[src/rtl/riscv_arb_pkg.sv]
// Shared types and limits for the unified-memory arbiter.
// Owner tags steer in-order read data back to fetch or data port.
package riscv_arb_pkg;

   typedef enum logic [1:0] {
      OWN_NONE = 2'd0,
      OWN_IF   = 2'd1,
      OWN_D    = 2'd2
   } owner_e;

   localparam int MEM_LAT_MAX = 4;
   localparam int STREAK_W    = 4;

endpackage

[src/rtl/riscv_arb_tag_pipe.sv]
// Owner-tag delay line matching the memory read latency.
// Cleared asynchronously so in-flight responses vanish on reset.
module riscv_arb_tag_pipe
   import riscv_arb_pkg::*;
#(
   parameter int MEM_LAT = 1
) (
   input  logic       clk,
   input  logic       rst,
   input  logic [1:0] tag_in,
   output logic [1:0] tag_out
);

   owner_e stage_q [MEM_LAT];

   always_ff @(posedge clk or posedge rst) begin
      if (rst) begin
         for (int i = 0; i < MEM_LAT; i++) begin
            stage_q[i] <= OWN_NONE;
         end
      end else begin
         stage_q[0] <= owner_e'(tag_in);
         for (int i = 1; i < MEM_LAT; i++) begin
            stage_q[i] <= stage_q[i-1];
         end
      end
   end

   assign tag_out = stage_q[MEM_LAT-1];

endmodule

[src/rtl/riscv_mem_arbiter.sv]
// Fetch/load-store arbiter for one single-port fixed-latency memory.
// Define RISCV_ARB_PERF_EN to add saturating grant/conflict counters.
module riscv_mem_arbiter
   import riscv_arb_pkg::*;
#(
   parameter int ADDR_W     = 32,
   parameter int DATA_W     = 32,
   parameter int MEM_LAT    = 1,
   parameter int MAX_STREAK = 4
) (
   input  logic              clk,
   input  logic              rst,
   input  logic              if_req,
   input  logic [ADDR_W-1:0] if_addr,
   output logic              if_gnt,
   output logic              if_rvalid,
   output logic [DATA_W-1:0] if_rdata,
   input  logic              d_req,
   input  logic              d_we,
   input  logic [ADDR_W-1:0] d_addr,
   input  logic [DATA_W-1:0] d_wdata,
   output logic              d_gnt,
   output logic              d_rvalid,
   output logic [DATA_W-1:0] d_rdata,
   output logic              mem_en,
   output logic              mem_we,
   output logic [ADDR_W-1:0] mem_addr,
   output logic [DATA_W-1:0] mem_wdata,
   input  logic [DATA_W-1:0] mem_rdata
`ifdef RISCV_ARB_PERF_EN
  ,output logic [31:0]       perf_if_cnt,
   output logic [31:0]       perf_d_cnt,
   output logic [31:0]       perf_conflict_cnt
`endif
);

   if (MEM_LAT < 1 || MEM_LAT > MEM_LAT_MAX) begin : g_bad_lat
      $fatal(1, "riscv_mem_arbiter: MEM_LAT out of range");
   end
   if (MAX_STREAK < 1 || MAX_STREAK > 15) begin : g_bad_streak
      $fatal(1, "riscv_mem_arbiter: MAX_STREAK out of range");
   end

   localparam logic [STREAK_W-1:0] STREAK_MAX = STREAK_W'(MAX_STREAK);

   logic [STREAK_W-1:0] streak_q;
   logic [STREAK_W-1:0] streak_d;
   logic [1:0]          tag_in;
   logic [1:0]          tag_out;

   // Data wins ties until fetch has watched MAX_STREAK data grants.
   always_comb begin
      if_gnt = 1'b0;
      d_gnt  = 1'b0;
      case ({if_req, d_req})
         2'b10: if_gnt = 1'b1;
         2'b01: d_gnt  = 1'b1;
         2'b11: begin
            if (streak_q == STREAK_MAX) begin
               if_gnt = 1'b1;
            end else begin
               d_gnt = 1'b1;
            end
         end
         default: ;
      endcase
   end

   always_comb begin
      streak_d = streak_q;
      if (!if_req || if_gnt) begin
         streak_d = '0;
      end else if (d_gnt && streak_q != STREAK_MAX) begin
         streak_d = streak_q + 1'b1;
      end
   end

   always_ff @(posedge clk or posedge rst) begin
      if (rst) begin
         streak_q <= '0;
      end else begin
         streak_q <= streak_d;
      end
   end

   always_comb begin
      mem_en    = if_gnt | d_gnt;
      mem_we    = d_gnt & d_we;
      mem_addr  = '0;
      mem_wdata = '0;
      if (if_gnt) begin
         mem_addr = if_addr;
      end else if (d_gnt) begin
         mem_addr  = d_addr;
         mem_wdata = d_wdata;
      end
   end

   always_comb begin
      tag_in = OWN_NONE;
      if (if_gnt) begin
         tag_in = OWN_IF;
      end else if (d_gnt && !d_we) begin
         tag_in = OWN_D;
      end
   end

   riscv_arb_tag_pipe #(
      .MEM_LAT (MEM_LAT)
   ) u_tag_pipe (
      .clk     (clk),
      .rst     (rst),
      .tag_in  (tag_in),
      .tag_out (tag_out)
   );

   assign if_rvalid = (tag_out == OWN_IF);
   assign d_rvalid  = (tag_out == OWN_D);
   assign if_rdata  = mem_rdata;
   assign d_rdata   = mem_rdata;

`ifdef RISCV_ARB_PERF_EN
   always_ff @(posedge clk or posedge rst) begin
      if (rst) begin
         perf_if_cnt       <= '0;
         perf_d_cnt        <= '0;
         perf_conflict_cnt <= '0;
      end else begin
         if (if_gnt && perf_if_cnt != 32'hFFFF_FFFF) begin
            perf_if_cnt <= perf_if_cnt + 32'd1;
         end
         if (d_gnt && perf_d_cnt != 32'hFFFF_FFFF) begin
            perf_d_cnt <= perf_d_cnt + 32'd1;
         end
         if (if_req && d_req && perf_conflict_cnt != 32'hFFFF_FFFF) begin
            perf_conflict_cnt <= perf_conflict_cnt + 32'd1;
         end
      end
   end
`endif

endmodule
[config.mk]
export PLATFORM = sky130hd
export DESIGN_NAME = riscv_mem_arbiter
export DESIGN_NICKNAME = d
export VERILOG_FILES = /design/src/rtl/riscv_arb_pkg.sv /design/src/rtl/riscv_arb_tag_pipe.sv /design/src/rtl/riscv_mem_arbiter.sv
export SDC_FILE = /design/constraint.sdc
export NUM_CORES = 1
export LEC_CHECK = 0
export BUFFER_PORTS_ARGS = -buffer_cell sky130_fd_sc_hd__buf_4
export CAP_MARGIN = 0
export CORE_AREA = 8 8 98 100
export DETAILED_ROUTE_END_ITERATION = 10
export DIE_AREA = 0 0 106 108
export GPL_ROUTABILITY_DRIVEN = 0
export PLACE_DENSITY_LB_ADDON = 0.2
export SKIP_CTS_REPAIR_TIMING = 1
export SYNTH_ARGS = -nofsm -noshare
export SYNTH_HDL_FRONTEND = slang
export SYNTH_SLANG_ARGS = --single-unit
[constraint.sdc]
create_clock -name clk -period 1.4 [get_ports clk]
set_input_delay 0.07 -clock clk [delete_from_list [all_inputs] [get_ports clk]]
set_output_delay 0.07 -clock clk [all_outputs]
set_load 0.01 [all_outputs]
# After elaboration in Yosys (flattened, before gate mapping)

Index checks and enable logic that the tools add are counted.

Bits in read-only memories: 0
Output and inout bits: 134
RAM bits: 0
Latch bits: 0
Memories: 0
Bits of input ports: 133
Flip-flop bits (word level): 6

Add/subtract/negate cells: 1
Muxes and demuxes: 12
Div/mod/pow operators: 0
Multiply operators: 0
Shift operators: 0
Reductions and logical operators: 6
Order comparisons: 0
Equality and inequality tests: 7
Bitwise gates (word level): 2

Operators by type and width:

| kind                | number |
|---|---|
| $mux 32             | 4 |
| $mux 4              | 2 |
| $eq 2x2->1 const B  | 3 |
| $add 4x1->4 const B | 1 |
| $eq 2x1->1 const B  | 2 |
| $eq 4x3->1 const B  | 1 |
| $mux 2              | 2 |
| $ne 4x3->1 const B  | 1 |
| $pmux 1 s2          | 2 |
| $logic_and 1x1->1   | 2 |
| $logic_not 1->1     | 2 |
| $mux 1              | 2 |
| $reduce_bool 2->1   | 1 |
| $and 1x1->1         | 1 |
| $logic_or 1x1->1    | 1 |
| $or 1x1->1          | 1 |

# Longest topological paths before layout

Gate-level depths: netlist of the first run.

Depth after elaboration: 6
Gate-level depth with buffers: 7
Mapped depth without buffers: 5

# By module

Synthesis of the first run repeated with hierarchy kept, for this count alone.

Cell total of the unflattened synthesis: 167
Area, all modules: 1335.0 µm²

Modules (own cells, without submodules):

| module             | area each (µm²) | seq. area each (µm²) | times used | cells an instance |
|---|---|---|---|---|
| riscv_mem_arbiter  | 1281.2          | 100.1                | 1          | 164 |
| riscv_arb_tag_pipe | 53.8            | 50.0                 | 1          | 3 |

# Least setup slack after synthesis of the first run

No wires, ideal clock.

Path kind: reg2out
Start point: register streak_q[0]
End point: output port mem_addr[10]
Required time: 1.330 ns
Data arrival time: 1.371 ns
Stages on the path, launching flop included: 8
Slack: -0.041 ns
Buffers on the path: 2
Path through: dfrtp_1 -> inv_1 -> ha_1 -> nand3b_1 -> o21a_1 -> buf_6 -> buf_6 -> a22o_1

Longest elaborated chain between the ends: 5

RTL lines:

| element                  | RTL line                | RTL |
|---|---|---|
| start: declaration       | riscv_mem_arbiter.sv:46 | `logic [STREAK_W-1:0] streak_q;` |
| start signal: assignment | riscv_mem_arbiter.sv:82 | `streak_q <= streak_d;` |
| $eq 4x3->1 (*)           | riscv_mem_arbiter.sv:59 | `if (streak_q == STREAK_MAX) begin` |
| $mux 1                   | riscv_mem_arbiter.sv:59 |  |
| $pmux 1 s2               | riscv_mem_arbiter.sv:55 | `case ({if_req, d_req})` |
| $mux 32                  | riscv_mem_arbiter.sv:93 | `end else if (d_gnt) begin` |
| $mux 32 (*)              | riscv_mem_arbiter.sv:91 | `if (if_gnt) begin` |
| end: declaration         | riscv_mem_arbiter.sv:27 | `output logic [ADDR_W-1:0] mem_addr,` |

Mark *: on every way between the ends. The rest lies on a longest branch, timed or not.

# Worst setup path in the final report of the first run

Start point: register streak_q[1]
End point: output port mem_addr[30]

The elaborated chain is that of the path after synthesis.

==> results of run 1 <==
[per-layer routing]
layer,track usage (%),up-vias
met5,0,-
met2,16.4,93
li1,-,743
met1,9.25,714
met3,5.41,27
met4,3.02,0
[critical path, cell delays in order, from the launching register on]
cell and delay, ns:
sky130_fd_sc_hd__dfrtp_1 0.38, sky130_fd_sc_hd__inv_2 0.08, sky130_fd_sc_hd__ha_4 0.12, sky130_fd_sc_hd__nand3b_1 0.11, sky130_fd_sc_hd__buf_4 0.17, sky130_fd_sc_hd__a21oi_4 0.17, sky130_fd_sc_hd__buf_12 0.15, sky130_fd_sc_hd__clkbuf_16 0.14
sky130_fd_sc_hd__a22o_1 0.16, sky130_fd_sc_hd__buf_6 0.11
[final cells by class]
cell class	instances	area, um2
Tap cell	105	131
Fill cell	845	5230
Clock buffer	3	41.3
Multi-Input combinational cell	82	692
Inverter	4	15.0
Timing Repair Buffer	195	1790
Sequential cell	6	150
[final timing paths]
check / end / slack, ns
max reg2reg: u_tag_pipe.tag_out[0] / -0.04
min reg2reg: streak_q[0] / 0.58
min: u_tag_pipe.tag_out[1] / 0.01
max: mem_addr[30] / -0.46
max in group asynchronous: streak_q[0] / 0.87
min in group asynchronous: u_tag_pipe.tag_out[1] / 0.33
[power by group]
part | internal, mW | leakage [nW] | switching (mW) | total (mW)
clock | 0.185 | 0.0216 | 0.0808 | 0.266
combinational | 0.558 | 1.42 | 0.297 | 0.855
sequential | 0.180 | 0.0806 | 0.00293 | 0.183
[registers in the layout, summed over array words and instances, names as in the netlist]
register and count:
streak_q 4, u_tag_pipe.tag_out 2
[through the flow]
stage	hold WS (ns)	cells
after global placement	0.0116	374
after global routing	0.00351	395
after detailed placement	0.0112	374
after floorplan	-0.139	166
after CTS	-0.229	377
final	0.0146	395
[placed cells by master (no fill, tap or decap), types with 2 or more instances in the layout]
cell type	Yosys	final
sky130_fd_sc_hd__inv_2	0	2
sky130_fd_sc_hd__clkbuf_8	0	3
sky130_fd_sc_hd__buf_4	64	143
sky130_fd_sc_hd__and2_1	34	17
sky130_fd_sc_hd__nor2b_1	3	2
sky130_fd_sc_hd__clkbuf_16	0	7
sky130_fd_sc_hd__and2_4	0	17
sky130_fd_sc_hd__buf_6	4	39
sky130_fd_sc_hd__buf_12	0	4
sky130_fd_sc_hd__inv_1	4	2
sky130_fd_sc_hd__dfrtp_1	6	6
sky130_fd_sc_hd__and3_1	4	4
sky130_fd_sc_hd__a22o_1	32	32
[logic make-up after synthesis]
| family | share of synthesized area (%) |
|---|---|
| adders and majority gates | 1.88 |
| DFF | 11.3 |
| xor gates and xnor gates | 1.32 |
| AOI/OAI and AO/OA | 22.3 |
| and+or+nand+nor | 20.7 |
| buffers and inverters | 42.6 |
==> results.txt, run 1 <==
----------------------------------------------------
[Place]
  Placement Setup Slack ... -0.199 ns
  Placed Area ... 2300 um2
  Post-DP HPWL ... around 5200 um
  Number of port buffers ... 170

[CTS]
  Worst-case clock buffer depth ... 2
  Clock latency of the later-clocked register in the worst-skew pair ... between 0.2 and 0.25 ns
  TritonCTS Sinks ... 6
  Number of levels the H-tree was split into ... 1
  CTS root buf ... sky130_fd_sc_hd__clkbuf_8
  Number of buffers inserted during clock tree synthesis ... 3
  Clock-pin slew on the worst setup and hold paths ... around 0.04 ns
  TritonCTS clock tree ... built

[Timing]
  Relative slew slack ... 82.0%
  Final max-slew violation count ... 0
  Fin crit share ... 133%
  Tmin final ... about 1.9 ns
  Smallest setup slack after layout ... -0.463 ns
  Transition time at the pin with the least slew margin ... 0.270 ns
  Max Fclk ... around 540 MHz
  Unrepaired setup endpoints after global routing ... true
  Number of hold violations in the final report ... 0
  Aggregate negative setup slack ... -27.22 ns
  Maximum clock skew at final layout ... around 0.0036 ns
  Final setup fails ... a little under 70

[Setup path]
  Worst reg2reg startpoint ... streak_q[1]
  Largest fanout on the critical path ... 6
  Startpoint class of the critical path ... flip-flop
  Worst Setup End Kind ... output pin
  Endpoint arrival time on the critical path ... around 1.8 ns
  Category of the critical setup timing path ... reg2out
  Critical path origin ... streak_q[1]
  CP Data Required Time ... around 1.3 ns
  Worst Reg-to-Reg Cells ... 8

[Layout]
  Core occupancy in the finished layout ... 35.1%
  Share of final-layout standard cells stronger than drive strength 1 ... around three quarters
  Finished layout cell area ... about 2800 um2
  Nets@finish ... 427
  Synthesis-to-finish area growth ... 112%
  Number of inserted diodes ... 0

[Route]
  Vias after detailed routing ... ~1,600
  DRC errors left ... 0
  Final antenna-violating net count ... 0
  WL met3 ... ~760 um
  Sum of routed wire segments on met1 ... between 2000 and 3000 um
  Post-detailed-route wirelength per cell ... about 18 um
  Highest routed metal layer ... met4
  1st-iter DRT viols ... 51
  Overall routed net length ... ~7200 um
  Met2 wirelength from detailed routing ... between 3000 and 4000 um
  Mean number of vias per cell ... 3.99
  Pre-Repair DR Iteration Count ... 4

[Floorplan]
  Overall die area ... 11,400 um2
  Die Y ... 108 um
  Initial core utilization ... around 17%
  Standard-cell row count ... 33
  Overall die width ... 106 um
  Total core area ... ~8100 um2
  I/O pin total ... 267

[Synthesis]
  Library cell with the highest instance count after synthesis ... sky130_fd_sc_hd__buf_4
  Number of synthesized register bits ... 6
  Avg Inst Size Synth ... ~8 um2
  Yosys Warn Count ... 0
  Syn_nets ... between 300 and 400
  Most used standard cells in the synthesized netlist ... sky130_fd_sc_hd__buf_4 (64), sky130_fd_sc_hd__and2_1 (34), sky130_fd_sc_hd__a22o_1 (32), sky130_fd_sc_hd__dfrtp_1 (6)
  Most used DFF post-synth ... sky130_fd_sc_hd__dfrtp_1
  Synth area leader ... sky130_fd_sc_hd__buf_4
  Proportion of synthesized flip-flops having asynchronous set or reset ... 100%
  Number of standard cells after synthesis ... about 170
  Number of distinct standard cells referenced by the synthesized netlist ... 18
  Synthesized cell area ... 1330 um2
  Number of enable-type register cells in the synthesized netlist ... 0
  Synth area leaders ... sky130_fd_sc_hd__buf_4 (36%), sky130_fd_sc_hd__a22o_1 (21%), sky130_fd_sc_hd__and2_1 (16%)
  Sequential element share of the synthesized area ... between 10% and 20%
  Yosys top cell area share ... a little over a third

[Hold path]
  Hold crit path type ... in2reg
  HP Start ... d_we
  Hold Path Stages ... 2

[Global routing]
  Antenna violations before repair ... 0
  GRT overflow ... 0
  First-pass GRT wire length ... 8740 um
  GR Util All Layers ... under 10%
  Maximum number of pins on one net before global-route repair ... 39
  Vias in the first global route ... around 1,600

[Outcome]
  Result of the run ... finished with violations
  Violated checks ... setup timing

[Power and ir drop]
  Maximum ir drop on the vdd rail ... 215 uV
  Total Power Consumption ... approximately 1.3 mW
  Cell area power density ... approximately 460 nW/um2
  Leakage component of the power ... roughly 1.5 nW

[Job]
  Max-cap viol count ... 0

----------------------------------------------------
(Power assumes the default switching activity.)
==> run 2: changes to the inputs <==
==> constraint.sdc (replaced) <==
create_clock -name clk -period 1.4 [get_ports clk]
set_input_delay 0.21 -clock clk [delete_from_list [all_inputs] [get_ports clk]]
set_output_delay 0.21 -clock clk [all_outputs]
set_load 0.01 [all_outputs]
==> results.txt, run 2 (synthesized netlist as in run 1, its figures left out) <==
----------------------------------------------------
[Setup path]
  Cell with the biggest individual delay on the critical path ... sky130_fd_sc_hd__dfrtp_1
  Critical path origin ... streak_q[0]
  Largest fanout on the critical path ... 21 (+15)
  Worst reg2reg startpoint ... streak_q[0]
  Minimum setup slack among reg-to-reg paths ... -0.01 ns (+0.03 ns)
  Category of the critical setup timing path ... reg2out
  Dominant delay contributor by cell family on the critical path ... compound AO/OA/AOI/OAI gates
  Worst Setup End Kind ... output pin
  Buffer and inverter count on the worst path ... 3 (-2)
  Delay of the slowest cell on the worst path ... 0.38 ns (about the same)
  Series of cell instances along the critical path ... inv_2 -> ha_4 -> nand3b_1 -> o21a_4 -> buf_12 -> a22o_1 -> buf_6
  Startpoint class of the critical path ... flip-flop
  Endpoint arrival time on the critical path ... 1.73 ns (-0.06 ns)
  CP Data Required Time ... 1.19 ns (-0.14 ns)

[Timing]
  Max Fclk ... 514 MHz (-4.2%)
  Fin crit share ... 139% (+5.8 points)
  Final setup fails ... 68 (-1.4%)
  Post-Route Hold Slack ... 0.158 ns (+0.143 ns)
  Final max-slew violation count ... 0 (unchanged)
  Smallest setup slack after layout ... -0.545 ns (-0.0815 ns)
  Unrepaired setup endpoints after global routing ... true
  Tmin final ... 1.94 ns (+0.0815 ns)
  Maximum clock skew at final layout ... 0.00139 ns (-0.00220 ns)
  Relative slew slack ... 83.9% (+1.9 points)
  Transition time at the pin with the least slew margin ... 0.242 ns (-0.0289 ns)
  Number of hold violations in the final report ... 0 (unchanged)

[Layout]
  Flip-flop count of the largest register, all copies and words added ... 4 (unchanged)
  Finished layout cell area ... 2750 um2 (-2.7%)
  Nets@finish ... 420 (-1.6%)
  Multi-input combinational cell area ... 694 um2 (+0.36%)
  Most used cells in the layout excluding fill and tap cells ... sky130_fd_sc_hd__buf_4 (127), sky130_fd_sc_hd__buf_6 (52), sky130_fd_sc_hd__a22o_1 (32)
  Number of inserted diodes ... 0 (unchanged)
  Most common cell after layout, fill and taps aside ... sky130_fd_sc_hd__buf_4
  Synthesis-to-finish area growth ... 106%
  Sequential cell area in the final layout ... 150 um2 (unchanged)
  Filler cell count in the final layout ... 844 (-0.12%)
  Share of final-layout standard cells stronger than drive strength 1 ... 77.7% (+1.5 points)
  Register with the most flip-flops ... streak_q
  Core occupancy in the finished layout ... 34.1% (-0.95 points)

[Hold path]
  Hold crit path type ... in2reg
  HP Start ... d_we

[Route]
  Pre-Repair DR Iteration Count ... 4 (unchanged)
  Final antenna-violating net count ... 0 (unchanged)
  Post-detailed-route wirelength per cell ... 16.7 um (-8.2%)
  1st-iter DRT viols ... 57 (+12%)
  Overall routed net length ... 6480 um (-9.8%)
  Vias after detailed routing ... 1,553 (-1.5%)
  Mean number of vias per cell ... 4.00 (+0.25%)
  DRC errors left ... 0 (unchanged)

[Global routing]
  Maximum number of pins on one net before global-route repair ... 30 (-23%)
  First-pass GRT wire length ... 8170 um (-6.6%)
  Antenna violations before repair ... 0 (unchanged)
  GRT overflow ... 0 (unchanged)
  Vias in the first global route ... 1,446 (-7.4%)
  GR Util All Layers ... 8.84% (-0.54 points)

[Power and ir drop]
  Leakage component of the power ... 1.48 nW (-2.9%)
  Total Power Consumption ... 1.26 mW (-3.0%)
  Net Sw Frac ... 27.8% (-1.4 points)
  Net switching power ... 0.351 mW (-7.6%)
  Combinational share of power ... 66.0% (+0.4 points)
  Clk network pwr share ... 19.5% (-0.9 points)
  Maximum ir drop on the vdd rail ... 268 uV (+24%)
  Internal power ... 0.913 mW (-1.1%)
  Cell area power density ... 460 nW/um2 (-0.32%)
  Part of the total power dissipated in sequential elements ... 14.5% (+0.5 points)

[Job]
  Max-cap viol count ... 0 (unchanged)

[CTS]
  Clock latency of the later-clocked register in the worst-skew pair ... 0.22 ns (about the same)
  Number of buffers inserted during clock tree synthesis ... 3 (unchanged)
  CTS root buf ... sky130_fd_sc_hd__clkbuf_8
  Clock-pin slew on the worst setup and hold paths ... 0.03 ns (about the same)
  Worst-case clock buffer depth ... 2 (unchanged)
  TritonCTS Sinks ... 6 (unchanged)
  TritonCTS clock tree ... built
  Number of levels the H-tree was split into ... 1 (unchanged)

[Outcome]
  Violated checks ... setup timing
  Result of the run ... finished with violations

[Floorplan]
  I/O pin total ... 267 (unchanged)
  Standard-cell row count ... 33 (unchanged)
  Die Y ... 108 um (unchanged)
  Total core area ... 8050 um2 (unchanged)
  Initial core utilization ... 16.5% (unchanged)
  Overall die area ... 11,400 um2 (unchanged)
  Overall die width ... 106 um (unchanged)

[Place]
  Placed Area ... 2300 um2 (+0.11%)
  Number of port buffers ... 170 (unchanged)
  Post-DP HPWL ... 5080 um (-2.5%)
  Placement Setup Slack ... -0.328 ns (-0.129 ns)

----------------------------------------------------
## run 2: cell count changes in the layout (fill, tap and decap cells not counted), moves of 4 or more
cell,delta
sky130_fd_sc_hd__and2_1,-7
sky130_fd_sc_hd__clkbuf_16,-4
sky130_fd_sc_hd__and2_4,+7
sky130_fd_sc_hd__buf_4,-16
sky130_fd_sc_hd__buf_6,+13
## run 2: power by group through the flow
stage | registers, mW | logic, mW | clock network [mW]
5_1_grt | 0.184 | 0.891 | 0.268
3_3_place_gp | 0.185 | 0.687 | 0
3_5_place_dp | 0.185 | 0.688 | 0
6_report | 0.183 | 0.835 | 0.246
4_1_cts | 0.183 | 0.689 | 0.253
2_1_floorplan | 0.185 | 0.432 | 0
## run 2: metal layers
layer  vias to the layer above  track usage, %  part of all wire, %
li1                        728               -                    -
met1                       693            8.97                   33
met2                       106            15.2                   52
met3                        26            3.75                   11
met4                         0            4.92                  3.2
met5                         -               0                    0
## run 2: worst paths after layout
path,cells past startpoint,endpoint
hold / removal,2,u_tag_pipe.tag_out[1]
setup reg to reg,6,u_tag_pipe.tag_out[1]
max in group asynchronous,3,streak_q[2]
setup / recovery,7,mem_addr[31]
hold reg to reg,3,streak_q[0]
min in group asynchronous,3,streak_q[3]
## run 2: worst reg2reg max path: cells and delay by family, from the launching register on
family / cells / cell delay [ns]
AND/OR/NAND/NOR: 2 / 0.25
adder cells (fa/ha/maj): 1 / 0.11
flip-flops: 1 / 0.38
buffers and inverters: 2 / 0.25
AO/OA/AOI/OAI: 1 / 0.29
## run 2: area by class of cell
type,instances,share of cell area [%]
timing repair buffer,188,62.4
multi-input combinational,82,25.3
sequential,6,5.47
tap,105,4.78
clock buffer,3,1.50
inverter,4,0.547
## run 2: per-stage QoR
| stage | TNS [ns] | instances |
|---|---|---|
| global placement | -16.65 | 377 |
| floorplan | -7.50 | 166 |
| finish | -31.82 | 388 |
| CTS | -34.20 | 380 |
| global route | -37.26 | 388 |
| detailed placement | -18.98 | 377 |
